**src/rtl/bt656_decoder_p.sv**
```systemverilog
`default_nettype none
// ============================================================================
// Module   : bt656_decoder_p
// Brief    : Parametrised 8/10-bit BT.656 decoder producing 4:2:2 {Y, C} words.
//            Optional macro BT656_ECC_EN enables single-bit XY correction.
// Revision : 1.0 - initial release
// ============================================================================
module bt656_decoder_p #(
    parameter int DATA_W       = 8,
    parameter int PIX_PER_LINE = 720,
    parameter int PIX_CNT_W    = 10,
    parameter int LINE_CNT_W   = 10
) (
    input  logic                    clk,
    input  logic                    reset,
    input  logic [DATA_W-1:0]       data,
    output logic [2*DATA_W-1:0]     YCbCr,
    output logic                    Data_Valid,
    output logic                    active_video,
    output logic                    field,
    output logic                    vblank,
    output logic [PIX_CNT_W-1:0]    pix_cnt,
    output logic [LINE_CNT_W-1:0]   line_cnt,
    output logic                    sav_pulse,
    output logic                    eav_pulse,
    output logic                    frame_start,
    output logic                    xy_err,
    output logic                    sync_lost,
    output logic                    line_ovf
`ifdef BT656_ECC_EN
    ,
    output logic                    xy_corr
`endif
);

    localparam logic [PIX_CNT_W-1:0] c_PIX_MAX = PIX_CNT_W'(PIX_PER_LINE - 1);

    typedef enum logic [2:0] {
        S_SEARCH = 3'd0,
        S_PRE1   = 3'd1,
        S_PRE2   = 3'd2,
        S_PRE3   = 3'd3,
        S_BLANK  = 3'd4,
        S_ACT_C  = 3'd5,
        S_ACT_Y  = 3'd6
    } state_t;

    state_t              r_state;
    state_t              w_next;
    logic [DATA_W-1:0]   r_c;
    logic                r_full;
    logic                w_ones;
    logic                w_zero;
    logic [7:0]          w_xy;
    logic                w_xy_ok;
    logic [2:0]          w_fvh;
    logic                w_sav;
    logic                w_eav;
    logic                w_xy_err;
    logic                w_sync_lost;
    logic                w_latch_c;
    logic                w_emit;
`ifdef BT656_ECC_EN
    logic                w_corr;
`endif

    function automatic logic [6:0] enc(input logic [2:0] fvh);
        logic f, v, h;
        {f, v, h} = fvh;
        return {fvh, v ^ h, f ^ h, f ^ v, f ^ v ^ h};
    endfunction

    assign w_ones = &data;
    assign w_zero = ~|data;
    assign w_xy   = data[DATA_W-1 -: 8];

`ifdef BT656_ECC_EN
    // Codewords are at distance >= 4, so at most one candidate lies within 1 bit.
    always_comb begin
        w_xy_ok = 1'b0;
        w_fvh   = w_xy[6:4];
        w_corr  = 1'b0;
        for (int i = 0; i < 8; i++) begin
            if (w_xy[7] && ($countones(enc(3'(i)) ^ w_xy[6:0]) <= 1)) begin
                w_xy_ok = 1'b1;
                w_fvh   = 3'(i);
                w_corr  = (enc(3'(i)) != w_xy[6:0]);
            end
        end
    end
`else
    always_comb begin
        w_fvh   = w_xy[6:4];
        w_xy_ok = w_xy[7] && (enc(w_xy[6:4]) == w_xy[6:0]);
    end
`endif

    always_ff @(posedge clk or posedge reset) begin
        if (reset) r_state <= S_SEARCH;
        else       r_state <= w_next;
    end

    always_comb begin
        w_next      = r_state;
        w_sav       = 1'b0;
        w_eav       = 1'b0;
        w_xy_err    = 1'b0;
        w_sync_lost = 1'b0;
        w_latch_c   = 1'b0;
        w_emit      = 1'b0;
        case (r_state)
            S_SEARCH, S_BLANK: begin
                if (w_ones) w_next = S_PRE1;
            end
            S_ACT_C: begin
                if (w_ones) w_next = S_PRE1;
                else begin
                    w_latch_c = 1'b1;
                    w_next    = S_ACT_Y;
                end
            end
            S_ACT_Y: begin
                if (w_ones) w_next = S_PRE1;
                else begin
                    w_emit = 1'b1;
                    w_next = S_ACT_C;
                end
            end
            S_PRE1: begin
                if (w_zero)      w_next = S_PRE2;
                else if (w_ones) w_next = S_PRE1;
                else begin
                    w_next      = S_SEARCH;
                    w_sync_lost = 1'b1;
                end
            end
            S_PRE2: begin
                if (w_zero) w_next = S_PRE3;
                else begin
                    w_next      = S_SEARCH;
                    w_sync_lost = 1'b1;
                end
            end
            S_PRE3: begin
                if (!w_xy_ok) begin
                    w_xy_err = 1'b1;
                    w_next   = S_SEARCH;
                end else if (w_fvh[0]) begin
                    w_eav  = 1'b1;
                    w_next = S_BLANK;
                end else begin
                    w_sav  = 1'b1;
                    w_next = w_fvh[1] ? S_BLANK : S_ACT_C;
                end
            end
            default: w_next = S_SEARCH;
        endcase
    end

    always_ff @(posedge clk or posedge reset) begin
        if (reset) begin
            r_c          <= '0;
            r_full       <= 1'b0;
            YCbCr        <= '0;
            Data_Valid   <= 1'b0;
            active_video <= 1'b0;
            field        <= 1'b0;
            vblank       <= 1'b0;
            pix_cnt      <= '0;
            line_cnt     <= '0;
            sav_pulse    <= 1'b0;
            eav_pulse    <= 1'b0;
            frame_start  <= 1'b0;
            xy_err       <= 1'b0;
            sync_lost    <= 1'b0;
            line_ovf     <= 1'b0;
`ifdef BT656_ECC_EN
            xy_corr      <= 1'b0;
`endif
        end else begin
            Data_Valid  <= w_emit;
            sav_pulse   <= w_sav;
            eav_pulse   <= w_eav;
            xy_err      <= w_xy_err;
            sync_lost   <= w_sync_lost;
            frame_start <= w_eav && field && !w_fvh[2];
`ifdef BT656_ECC_EN
            xy_corr     <= w_corr && (w_sav || w_eav);
`endif
            if (w_latch_c) r_c <= data;
            if (w_emit) begin
                YCbCr <= {data, r_c};
                if (r_full) line_ovf <= 1'b1;
            end
            // r_full marks that the last legal pixel index has already been emitted.
            if (Data_Valid) begin
                if (pix_cnt == c_PIX_MAX) r_full  <= 1'b1;
                else                      pix_cnt <= pix_cnt + PIX_CNT_W'(1);
            end
            if (w_eav) begin
                active_video <= 1'b0;
                vblank       <= w_fvh[1];
                field        <= w_fvh[2];
                line_cnt     <= (w_fvh[2] != field) ? '0 : line_cnt + LINE_CNT_W'(1);
            end
            if (w_sav) begin
                pix_cnt  <= '0;
                line_ovf <= 1'b0;
                r_full   <= 1'b0;
                if (!w_fvh[1]) active_video <= 1'b1;
            end
        end
    end

endmodule
`default_nettype wire
```
**config.mk**
```make
export PLATFORM = sky130hd
export DESIGN_NAME = bt656_decoder_p
export DESIGN_NICKNAME = d
export VERILOG_FILES = /design/src/rtl/bt656_decoder_p.sv
export SDC_FILE = /design/constraint.sdc
export NUM_CORES = 1
export LEC_CHECK = 0
export ABC_AREA = 1
export ABC_CLOCK_PERIOD_IN_PS = 1820
export CORE_ASPECT_RATIO = 0.75
export CORE_MARGIN = 3
export CORE_UTILIZATION = 51
export CTS_CLUSTER_DIAMETER = 100
export DETAILED_ROUTE_END_ITERATION = 12
export PLACE_DENSITY = 0.78
export SETUP_SLACK_MARGIN = 0.4
export SYNTH_ARGS = -nofsm -noshare
export SYNTH_HDL_FRONTEND = slang
export SYNTH_SLANG_ARGS = --single-unit
```
**constraint.sdc**
```tcl
create_clock -name clk -period 1.82 [get_ports clk]
set_clock_uncertainty 0.05 [all_clocks]
set_input_delay 0.182 -clock clk [delete_from_list [all_inputs] [get_ports clk]]
set_output_delay 0.182 -clock clk [all_outputs]
set_load 0.01 [all_outputs]
```
==> run metrics <==
Die ar. 6360 µm²; gpl congestion 0.861; H-tree lvl count 3; wirelength, routed 9490 µm; Initial Util 54.7%; fin crit period 1.66 ns; largest net degree at the start of global routing 59; Clock Sink Count 58; Yosys top cell area share 52.4%; Final Hold Violating Endpoints 0; worst min path class in2reg; DR vias 3006; Num CTS Buffers 9; Final setup viols 0; fin. max-slew vios 0; Syn Nets 346; Syn-to-layout area delta 60.4%; setup TNS 0 ns; Starting DRT DRC Count 313; Critical Path End Type register; Netlist cell types 27; Worst-Skew Late Latency 0.35 ns; register bit total from synthesis 58; worst-margin pin slew 0.321 ns; largest cells by area after synthesis dfrtp_1, nand2_1, nor2_1; Final HPWL DP 4680 µm; max cap viols 0; vias in the first global route 2887; DR vias/cell 5.63; syn_area_per_cell 8.35 µm²; detailed-route wire length per cell 17.8 µm; Port-buffer cells 55; CP Data Arrival Time 1.84 ns; cell count after synthesis 332; CP Launch Type register; fin nets 471; initial antenna violation count 0; Max-slew headroom 78.6%; n_diodes 0; critical path type reg2reg; RSZ-0062 raised after global routing true; Overall Power 2.99 mW; Fin Hold WS 0.173 ns; layout cells sized above 1 33.8%; fmax 0.602 GHz; # IOs 56; CP Max Fanout 3; fin util 87.7%; fill count 247; CTS max path bufs 2; Tot GR Track Use 26.9%; drc violations 0; DP Worst Slack -0.411 ns; clock-pin slew of the registers on the worst-case setup and hold paths 0.06 ns; total gr overflow 0; die height 69.8 µm; chip width 91.1 µm; GR Layer Usage met2 45.1%; M3 GR Usage 7.81%; Setup WS post-layout 0.159 ns; num rows 22; GR Layer Usage met1 33.4%; CTS tree built; maximum vdd ir drop 0.727 mV; gr busiest metal met2; # hold bufs at CTS 0; sequential share of the synthesized area 52.4%; Ys Warns 0; post-route ant nets 0; clk root buf clkbuf_8; core area 5060 µm²; drt pass-1 iters 5; post-synth design cell area 2770 µm²; leakage power 2.37 nW; PwrDens 673 nW/µm²; Tcrit/Tclk final 91.3%; Yosys top cell by area dfrtp_1; first-pass GRT wire length 13600 µm; status complete, no violations; Required @ worst endpoint 2.00 ns
==> cell usage in the layout (no fill, tap or decap), drive strengths merged, types with 2 or more instances in the layout <==
| cell type | Yosys | layout |
|---|---|---|
| xnor2 | 3 | 3 |
| dlygate4sd2 | 0 | 49 |
| clkinv | 2 | 6 |
| dlymetal6s2s | 0 | 2 |
| dfrtp | 58 | 58 |
| xor2 | 10 | 10 |
| nor3 | 4 | 4 |
| inv | 33 | 32 |
| nand3 | 19 | 20 |
| nand3b | 2 | 2 |
| a21oi | 5 | 5 |
| nand4 | 16 | 18 |
| nor2 | 33 | 33 |
| buf | 3 | 62 |
| clkbuf | 2 | 10 |
| ha | 4 | 4 |
| clkinvlp | 0 | 2 |
| nand2 | 109 | 110 |
| o21ai | 26 | 26 |
==> power breakdown <==
group          switching (mW)  internal, mW  total (mW)  leakage (nW)
sequential             0.0703          1.37        1.44         0.783
combinational           0.242         0.167       0.409          1.49
clock                   0.525         0.622        1.15        0.0958
==> stage by stage <==
step	area (µm²)	instances
final	4440	534
after global routing	4440	534
after CTS	4160	525
after detailed placement	3730	481
after global placement	3730	481
after floorplan	2860	332
==> layer usage <==
metal / routed length [µm] / share of wire [%]
met1: 3760 / 40
met2: 4700 / 50
met3: 712 / 7.5
met4: 313 / 3.3
met5: 0 / 0
==> logic make-up (layout without fill, tap and decap cells) <==
| logic type | Yosys count | count (layout) | synth area share (%) |
|---|---|---|---|
| buffers and inverters | 40 | 166 | 5.55 |
| DFF | 58 | 58 | 52.4 |
| AOI/OAI and AO/OA | 32 | 32 | 6.00 |
| adders and majority gates | 4 | 4 | 1.81 |
| and+or+nand+nor | 185 | 189 | 30.2 |
| xor gates and xnor gates | 13 | 13 | 4.11 |
==> critical path: stages, from the launching register on <==
cell	delay [ns]
dfrtp_2	0.40
buf_12	0.11
nand3_2	0.11
nor3_2	0.20
buf_4	0.17
nand4_1	0.14
o21ai_0	0.25
nor2_1	0.09
==> final timing paths <==
kind                            start          to  slack, ns  depth (start not counted)
max                        pix_cnt[1]  pix_cnt[7]       0.16                          7
min                           data[7]   YCbCr[15]       0.17                          3
max reg2reg                pix_cnt[1]  pix_cnt[7]       0.16                          7
min reg2reg                  YCbCr[5]    YCbCr[5]       0.42                          2
max in group asynchronous       reset  pix_cnt[1]       1.23                          3
min in group asynchronous       reset   eav_pulse       0.21                          3
==> Yosys cell counts (all sizes together) <==
cell	count
nor2	33
o31ai	1
nand3b	2
nand4	16
xor2	10
clkbuf	2
nor3	4
dfrtp	58
xnor2	3
o21ai	26
buf	3
ha	4
nand3	19
inv	33
nor4	1
a21oi	5
clkinv	2
or2	1
nand2	109
==> layout make-up <==
class	instances	area (µm²)	share of cell area (%)
well taps	72	90.1	2.03
repair buffers	115	1050	23.6
clock inverters	6	57.6	1.30
clock buffers	10	128	2.87
inverters	35	169	3.80
flip-flops and latches	58	1460	32.8
multi-input cells	238	1490	33.5
==> what timing repair did <==
action / in CTS / in global routing
cloned: 1 / 3
pin swaps: 14 / 30
resized for setup: 82 / 62
setup endpoints to repair: 104 / 50
buffers inserted: 27 / 6
==> state kept, by name (all words and copies together) (netlist names), 3 cells and up <==
signal	flops
line_cnt	10
pix_cnt	10
YCbCr	16
r_c	8
r_state	3
Note: power is estimated with default switching activity, not from simulation.
